## src/rtl/mainmem_rv.sv

```systemverilog
// Main data memory: valid/ready request port, pipelined reads, post-reset clear.
// Optional per-byte write merge is enabled by defining MAINMEM_BYTE_WRITE_EN.
module mainmem_rv #(
  parameter int WORD_SIZE    = 32,
  parameter int ADDR_BITS    = 5,
  parameter int DEPTH        = 32,
  parameter int READ_LATENCY = 1
) (
  input  logic                   clk,
  input  logic                   reset,
  input  logic                   req_valid,
  output logic                   req_ready,
  input  logic                   req_write,
  input  logic [ADDR_BITS-1:0]   req_addr,
  input  logic [WORD_SIZE-1:0]   req_wdata,
  input  logic [WORD_SIZE/8-1:0] req_be,
  output logic                   resp_valid,
  output logic [WORD_SIZE-1:0]   resp_rdata,
  output logic                   busy_clear
);

  localparam int IW = (DEPTH > 1) ? $clog2(DEPTH) : 1;

  typedef enum logic {
    CLEAR,
    READY
  } state_t;

  state_t state_q, state_d;

  logic [IW-1:0]        ptr_q;
  logic [WORD_SIZE-1:0] mem [DEPTH];

  logic                 accept;
  logic                 rd_acc;
  logic                 in_range;
  logic                 last_word;
  logic [IW-1:0]        idx;
  logic [WORD_SIZE-1:0] rd_word;
  logic [WORD_SIZE-1:0] wr_word;

  logic [READ_LATENCY-1:0] vld_q;
  logic [WORD_SIZE-1:0]    dat_q [READ_LATENCY];

  assign idx       = req_addr[IW-1:0];
  assign in_range  = {1'b0, req_addr} < (ADDR_BITS+1)'(DEPTH);
  assign last_word = ptr_q == IW'(DEPTH - 1);
  assign accept    = req_valid & req_ready;
  assign rd_acc    = accept & ~req_write;
  assign rd_word   = in_range ? mem[idx] : '0;

  always_comb begin
    state_d    = state_q;
    req_ready  = 1'b0;
    busy_clear = 1'b0;
    unique case (state_q)
      CLEAR: begin
        busy_clear = 1'b1;
        if (last_word) state_d = READY;
      end
      READY: req_ready = 1'b1;
    endcase
  end

  always_ff @(posedge clk) begin
    if (!reset) state_q <= CLEAR;
    else        state_q <= state_d;
  end

  always_ff @(posedge clk) begin
    if (!reset)                ptr_q <= '0;
    else if (state_q == CLEAR) ptr_q <= ptr_q + 1'b1;
  end

`ifdef MAINMEM_BYTE_WRITE_EN
  // Unselected bytes are taken from the current word
  always_comb begin
    wr_word = rd_word;
    for (int b = 0; b < WORD_SIZE/8; b++) begin
      if (req_be[b]) wr_word[8*b +: 8] = req_wdata[8*b +: 8];
    end
  end
`else
  logic unused_be;
  assign unused_be = ^req_be;
  assign wr_word   = req_wdata;
`endif

  always_ff @(posedge clk) begin
    if (reset) begin
      if (state_q == CLEAR)
        mem[ptr_q] <= '0;
      else if (accept && req_write && in_range)
        mem[idx] <= wr_word;
    end
  end

  // Data stages only load behind a valid so the output holds between pulses
  always_ff @(posedge clk) begin
    if (!reset) begin
      vld_q <= '0;
      for (int i = 0; i < READ_LATENCY; i++) dat_q[i] <= '0;
    end else begin
      vld_q[0] <= rd_acc;
      if (rd_acc) dat_q[0] <= rd_word;
      for (int i = 1; i < READ_LATENCY; i++) begin
        vld_q[i] <= vld_q[i-1];
        if (vld_q[i-1]) dat_q[i] <= dat_q[i-1];
      end
    end
  end

  assign resp_valid = vld_q[READ_LATENCY-1];
  assign resp_rdata = dat_q[READ_LATENCY-1];

endmodule
```

## config.mk

```make
export PLATFORM = sky130hd
export DESIGN_NAME = mainmem_rv
export DESIGN_NICKNAME = d
export VERILOG_FILES = /design/src/rtl/mainmem_rv.sv
export SDC_FILE = /design/constraint.sdc
export NUM_CORES = 1
export LEC_CHECK = 0
export CAP_MARGIN = 20
export CORE_ASPECT_RATIO = 0.75
export CORE_MARGIN = 2
export CORE_UTILIZATION = 54
export CTS_BUF_LIST = sky130_fd_sc_hd__clkbuf_16
export CTS_CLUSTER_SIZE = 12
export DETAILED_ROUTE_END_ITERATION = 12
export GPL_ROUTABILITY_DRIVEN = 1
export PLACE_DENSITY = 0.71
export SKIP_LAST_GASP = 1
export SYNTH_ARGS = -nofsm -noshare
export SYNTH_HDL_FRONTEND = slang
export SYNTH_SLANG_ARGS = --single-unit
```

## constraint.sdc

```tcl
create_clock -name clk -period 6.2 [get_ports clk]
set_input_delay 0.93 -clock clk [delete_from_list [all_inputs] [get_ports clk]]
set_output_delay 0.93 -clock clk [all_outputs]
set_load 0.005 [all_outputs]
```

==> reports/results.txt, run 1 <==
I/O pin total: 80
CP endpoint: mem[2][8]
H-Tree Depth: 3
Final WL: 93,400 um
Setup WS pre-CTS: 1.20 ns
Initial antenna violation count: 4
Total CTS buffers: 99
Max stage delay cell, worst path: nor2_4
Fin. Hold Viols: 0
Max-slew headroom: 0.307
Pwr/cell area: 293 mW/mm2
Core Box Area: 0.0749 mm2
P_leak: 15.6 nW
Final setup viols: 0
#FFs+latches synth: 1,063
Unrepaired setup endpoints after global routing: false
Worst-path maximum fanout: 22
Flop pwr share: 0.578
Antenna Violating Nets Remaining: 0
GR Overflow Total: 0
Clock sink total: 1,063
Die area: 0.0776 mm2
Post-synth EDFFs: 1,056
Final worst slack: 1.85 ns
Least-Margin Pin Slew: 1.04 ns
CTS Buffer Depth: 3
GP Congestion: 0.802
Internal power: 0.0109 W
N_diodes: 0
Worst r2r src: state_q
Vias in the first global route: 19,300
Yosys warns: 0
Combinational power share: 0.033
HP Class: reg -> reg
Crit-path cells: clkdlybuf4s50_1, and4_1, mux2i_1, nand2_1, nor2_4, buf_4
Hold_buf cts: 0
Reg2Reg Setup Slack: 2.24 ns
Hpwl dp: 53,000 um
Startpoint types: input pin
Starting Density: 0.543
Max cap viols: 0
Syn Nets: 1,854
Maximum vdd drop: 0.233 mV
Die Wd: 321 um
Clk_lat worst skew: 0.66 ns
Ys async rst share: 0
Critical path class: in -> reg
Syn avg cell area: 22.5 um2
R2R depth: 5
Post-route cell area: 0.0464 mm2
First-pass GRT wire length: 133,000 um
Sw frac: 0.199
Setup TNS: 0 ns
Seq/Total Area, Yosys: 0.783
IO buf count: 75
CP startpoint: reset
Synth Cell Area: 0.0407 mm2
Total power: 0.0136 W
Final worst path period share: 0.702
Critical path arrival: 4.68 ns
Iter 0 DRT Violations: 2,880
Top_reg_cell synth: edfxtp_1
Max Clock Skew: 0.0268 ns
Worst EP required: 6.53 ns
GRT Total Usage: 0.240
DRC viols: 0
First-pass detailed-route iteration total: 7
Clock transition at path regs: 0.06 ns
Run status: completed
Routed length per instance: 31.4 um
Total vias in the final route: 19,500
Hold_sp: ptr_q[1]
Clock Tree Root: clkbuf_16
Area after DPL: 0.0430 mm2
Min Tclk post-route: 4.35 ns
RR Endpoint: mem[2][8]
Share of post-route cells with drive strength above 1: 0.236
Pin count of the biggest net entering global routing: 98
CP Capture Type: flop
Distinct cells, synth: 38
Final slew viol count: 0
Vias per cell: 6.56
Cells after Synth: 1,807
Syn-to-layout area delta: 14.1%
FILL cells: 4,965
Clock power share: 0.389
Die height: 242 um
Setup Fix Bufs, Post-CTS: 0
Cts repair resizes: 0
Nets: 2,019
Crit-path max cell delay: 0.84 ns
CTS tree: done
Max Clock Freq: 0.230 GHz
Switching pwr: 0.00270 W
Row count: 87
Util after Layout: 0.620
==> routing by layer <==
metal,share of wire,GRT usage,routed length [um],up-vias
met1,0.42,0.369,38900,10300
met4,0.022,0.0606,2090,2
li1,-,-,-,7963
met2,0.45,0.345,41800,1127
met5,0.00015,0,14,-
met3,0.11,0.0642,10600,141
==> per-stage QoR <==
| stage | hold slack [ns] | std cells |
|---|---|---|
| floorplan | 0.530 | 1807 |
| global placement | 0.565 | 2814 |
| detailed placement | 0.590 | 2816 |
| CTS | 0.597 | 2940 |
| global route | 0.655 | 2974 |
| finish | 0.630 | 2974 |
==> cells by family after synthesis <==
logic type / share of synthesized area
buffers and inverters: 0.0152
XOR/XNOR: 0.000646
adder cells (fa/ha/maj): 0.000615
flip-flops: 0.783
multiplexers: 0.158
AO/OA/AOI/OAI: 0.0296
AND/OR/NAND/NOR: 0.0137
==> synthesized netlist by cell type (2+ instances only) <==
| library cell | count | area [um2] |
|---|---|---|
| nor2b_1 | 5 | 31.3 |
| buf_4 | 21 | 158 |
| buf_6 | 4 | 45.0 |
| nor2_1 | 37 | 139 |
| mux2_2 | 3 | 33.8 |
| o21ai_0 | 6 | 30.0 |
| xnor2_1 | 3 | 26.3 |
| buf_1 | 5 | 18.8 |
| nand2_1 | 15 | 56.3 |
| buf_2 | 21 | 105 |
| o2111ai_1 | 6 | 52.6 |
| o21ai_1 | 22 | 110 |
| a22oi_1 | 32 | 240 |
| mux2i_1 | 134 | 1340 |
| ha_1 | 2 | 25.0 |
| mux4_2 | 224 | 5040 |
| inv_1 | 2 | 7.51 |
| edfxtp_1 | 1056 | 31700 |
| nand2b_1 | 2 | 12.5 |
| a221oi_1 | 26 | 228 |
| buf_8 | 5 | 75.1 |
| nand3_1 | 8 | 40.0 |
| and2_1 | 36 | 225 |
| a31oi_1 | 32 | 200 |
| clkbuf_1 | 49 | 184 |
| a221o_1 | 32 | 320 |
| dfxtp_1 | 7 | 140 |
| nand4_1 | 2 | 12.5 |
==> state kept, by name (all words and copies together) (netlist names) <==
| name | count |
|---|---|
| state_q | 1 |
| dat_q | 32 |
| ptr_q | 5 |
| resp_valid | 1 |
| mem | 1024 |
==> layout make-up <==
cell class | instances | area, um2 | area share
clock inverter | 23 | 97.6 | 0.00210
sequential | 1063 | 31900 | 0.686
timing repair buffer | 170 | 2190 | 0.0472
tap | 979 | 1220 | 0.0264
inverter | 3 | 13.8 | 0.000296
multi-input combinational | 635 | 8520 | 0.183
clock buffer | 101 | 2530 | 0.0544
==> critical path, delay by kind of cell <==
kind                   cells  cell delay, ns
buffers and inverters      2            1.16
multiplexers               1            0.38
AND/OR/NAND/NOR            3            2.18
==> worst min-delay path by stage <==
stage,to,slack (ns),depth (start not counted)
6_report,ptr_q[1],0.63,2
4_1_cts,ptr_q[1],0.60,2
3_3_place_gp,ptr_q[1],0.57,2
3_5_place_dp,ptr_q[1],0.59,2
2_1_floorplan,ptr_q[4],0.53,2
5_1_grt,ptr_q[1],0.66,2
==> power by group through the flow <==
| stage | clock, W | combinational (W) | sequential (W) |
|---|---|---|---|
| floorplan | 0 | 0.000291 | 0.00800 |
| global placement | 0 | 0.000440 | 0.00800 |
| detailed placement | 0 | 0.000447 | 0.00801 |
| CTS | 0.00532 | 0.000448 | 0.00785 |
| global route | 0.00561 | 0.000477 | 0.00785 |
| finish | 0.00528 | 0.000452 | 0.00785 |
==> layout by cell type (no fill, tap or decap), drive strengths merged, types with 2 or more instances in the layout <==
| cell | Yosys | layout |
|---|---|---|
| nand2 | 15 | 15 |
| mux4 | 224 | 224 |
| dfxtp | 7 | 7 |
| buf | 57 | 93 |
| nand4 | 2 | 2 |
| nor2 | 37 | 37 |
| mux2 | 3 | 3 |
| a221o | 32 | 32 |
| o2111ai | 6 | 6 |
| a221oi | 26 | 26 |
| and2 | 36 | 36 |
| nand2b | 2 | 2 |
| nor2b | 5 | 5 |
| nand3 | 8 | 8 |
| xnor2 | 3 | 3 |
| inv | 3 | 25 |
| clkbuf | 49 | 107 |
| ha | 2 | 2 |
| a31oi | 32 | 32 |
| clkdlybuf4s50 | 0 | 71 |
| a22oi | 32 | 32 |
| o21ai | 28 | 28 |
| edfxtp | 1056 | 1056 |
| mux2i | 134 | 134 |
Note: power is estimated with default switching activity, not from simulation.
==> run 2: changes to the inputs <==
clock period = 4.5 ns   (was 6.2 ns; I/O delays follow)
==> run 2 against run 1 <==
Critical path depth stayed put; via count increased by 0.61%; first-iteration DRC count fell by 5.5%; routed wire length down 2.2%; largest cell class unchanged; highest routed layer is now met4; total power increased by 38%; combinational power rose by 44%; flip-flop and latch count unchanged; clock-buffer cell count up 1.
==> reports/results.txt, run 2 (synthesis results as in run 1) <==
Run status: completed
Share of post-route cells with drive strength above 1: 0.252 (+0.0167)
Util after Layout: 0.619 (-0.00102)
Antenna Violating Nets Remaining: 0 (unchanged)
Core Box Area: 0.0749 mm2 (unchanged)
I/O pin total: 80 (unchanged)
Iter 0 DRT Violations: 2,721 (-5.5%)
Max Clock Freq: 0.304 GHz
Row count: 87 (unchanged)
Clock transition at path regs: 0.06 ns (about the same)
FILL cells: 4,974 (+0.18%)
Unrepaired setup endpoints after global routing: false
Setup Fix Bufs, Post-CTS: 0 (unchanged)
Min Tclk post-route: 3.29 ns
Clock Tree Root: clkbuf_16
Die Wd: 321 um (unchanged)
Least-Margin Pin Slew: 1.04 ns (+0.00567 ns)
DRC viols: 0 (unchanged)
Fin. Hold Viols: 0 (unchanged)
Die height: 242 um (unchanged)
Maximum vdd drop: 0.277 mV (+19%)
Clock sink total: 1,063 (unchanged)
Final WL: 91,400 um (-2.2%)
Clk_lat worst skew: 0.66 ns (about the same)
CTS Buffer Depth: 3 (unchanged)
Startpoint types: input pin
Starting Density: 0.543 (unchanged)
Worst EP required: 4.81 ns (-1.72 ns)
Setup WS pre-CTS: 0.673 ns (-0.527 ns)
Pin count of the biggest net entering global routing: 51 (-48%)
Commonest non-fill, non-tap cells in the layout: 1,056 x edfxtp_1, 224 x mux4_2, 134 x mux2i_1
Top reg by flops: mem
Pwr/cell area: 406 mW/mm2 (+39%)
Top Registers: mem (1024), dat_q (32), ptr_q (5)
R2R depth: 5 (unchanged)
Worst-path maximum fanout: 17 (-23%)
Max cap viols: 0 (unchanged)
CP Capture Type: flop
H-Tree Depth: 3 (unchanged)
P_leak: 15.7 nW (+1.1%)
Die area: 0.0776 mm2 (unchanged)
GR Overflow Total: 0 (unchanged)
Crit-path cells: clkdlybuf4s50_1, and4_1, mux2i_1, nand3_1, nor2_4, buf_4
GP Congestion: 0.791 (-1.4%)
Final worst slack: 1.21 ns (-0.640 ns)
Initial antenna violation count: 0 (-4)
First-pass detailed-route iteration total: 5 (-2)
Vias per cell: 6.46 (-1.5%)
Max stage delay cell, worst path: clkdlybuf4s50_1
Final setup viols: 0 (unchanged)
Largest register FFs: 1,024 (unchanged)
Setup TNS: 0 ns (unchanged)
Final worst path period share: 0.732
HP Class: reg -> reg
Routed length per instance: 30.1 um (-4.2%)
Hold_buf cts: 0 (unchanged)
Hold depth: 2 (unchanged)
Hpwl dp: 54,600 um (+3.0%)
Final slew viol count: 0 (unchanged)
Critical path class: in -> reg
Crit-path max cell delay: 0.76 ns (-0.08 ns)
IO buf count: 75 (unchanged)
CTS tree: done
Total vias in the final route: 19,600 (+0.61%)
Max Clock Skew: 0.0212 ns (-0.00559 ns)
Total power: 0.0188 W (+38%)
Vias in the first global route: 19,900 (+3.0%)
Critical path arrival: 3.60 ns (-1.08 ns)
Most common cell after layout, fill and taps aside: edfxtp_1
First-pass GRT wire length: 133,000 um (+0.26%)
Cts repair resizes: 0 (unchanged)
Total CTS buffers: 100 (+1.0%)
GRT Total Usage: 0.239 (-0.000476)
Syn-to-layout area delta: 13.9%
Max-slew headroom: 0.302 (-0.00526)
Nets: 2,065 (+2.3%)
-- run 2: cell count changes in the layout (fill, tap and decap cells not counted), sizes merged --
cell	delta
clkbuf	-4
buf	+50
diode	+1
clkinv	+6
clkinvlp	+1
inv	+9
-- run 2: area by class of cell --
cell class | instances | area, um2 | area share
diodes | 1 | 2.50 | 0.0000540
clock buffers | 102 | 2550 | 0.0551
clock inverters | 39 | 194 | 0.00418
inverters | 3 | 13.8 | 0.000297
multi-input cells | 635 | 8520 | 0.184
flip-flops and latches | 1063 | 31900 | 0.687
well taps | 979 | 1220 | 0.0264
repair buffers | 215 | 1990 | 0.0430
-- run 2: stage by stage --
step	hold slack [ns]	instance area, um2	cells
detailed placement	0.615	43500	2891
floorplan	0.530	40700	1807
CTS	0.623	46200	3032
global route	0.681	46300	3036
global placement	0.570	43500	2891
finish	0.628	46300	3037
-- run 2: layer usage --
layer  vias to the layer above  global-route usage  wire, um
met5                         -                   0         0
met4                         0              0.0603      1870
met3                       134              0.0622     10200
met2                      1056               0.350     41100
met1                     10300               0.364     38200
li1                       8082                   -         -
-- run 2: worst paths after layout --
path                 start         end  slack, ns
setup / recovery     reset  mem[27][5]       1.21
hold / removal    ptr_q[1]    ptr_q[1]       0.63
hold reg to reg   ptr_q[1]    ptr_q[1]       0.63
setup reg to reg   state_q  mem[27][5]       1.36
-- run 2: power by group --
| group | total, W | switching (W) | internal [W] |
|---|---|---|---|
| Sequential | 0.0108 | 0.0000201 | 0.0108 |
| Clock | 0.00734 | 0.00332 | 0.00402 |
| Combinational | 0.000649 | 0.000382 | 0.000267 |
-- run 2: worst max-delay path: cells and delay by family --
kind                   cells  cell delay [ns]
buffers and inverters      2             1.12
and+or+nand+nor            3             1.33
muxes                      1             0.43
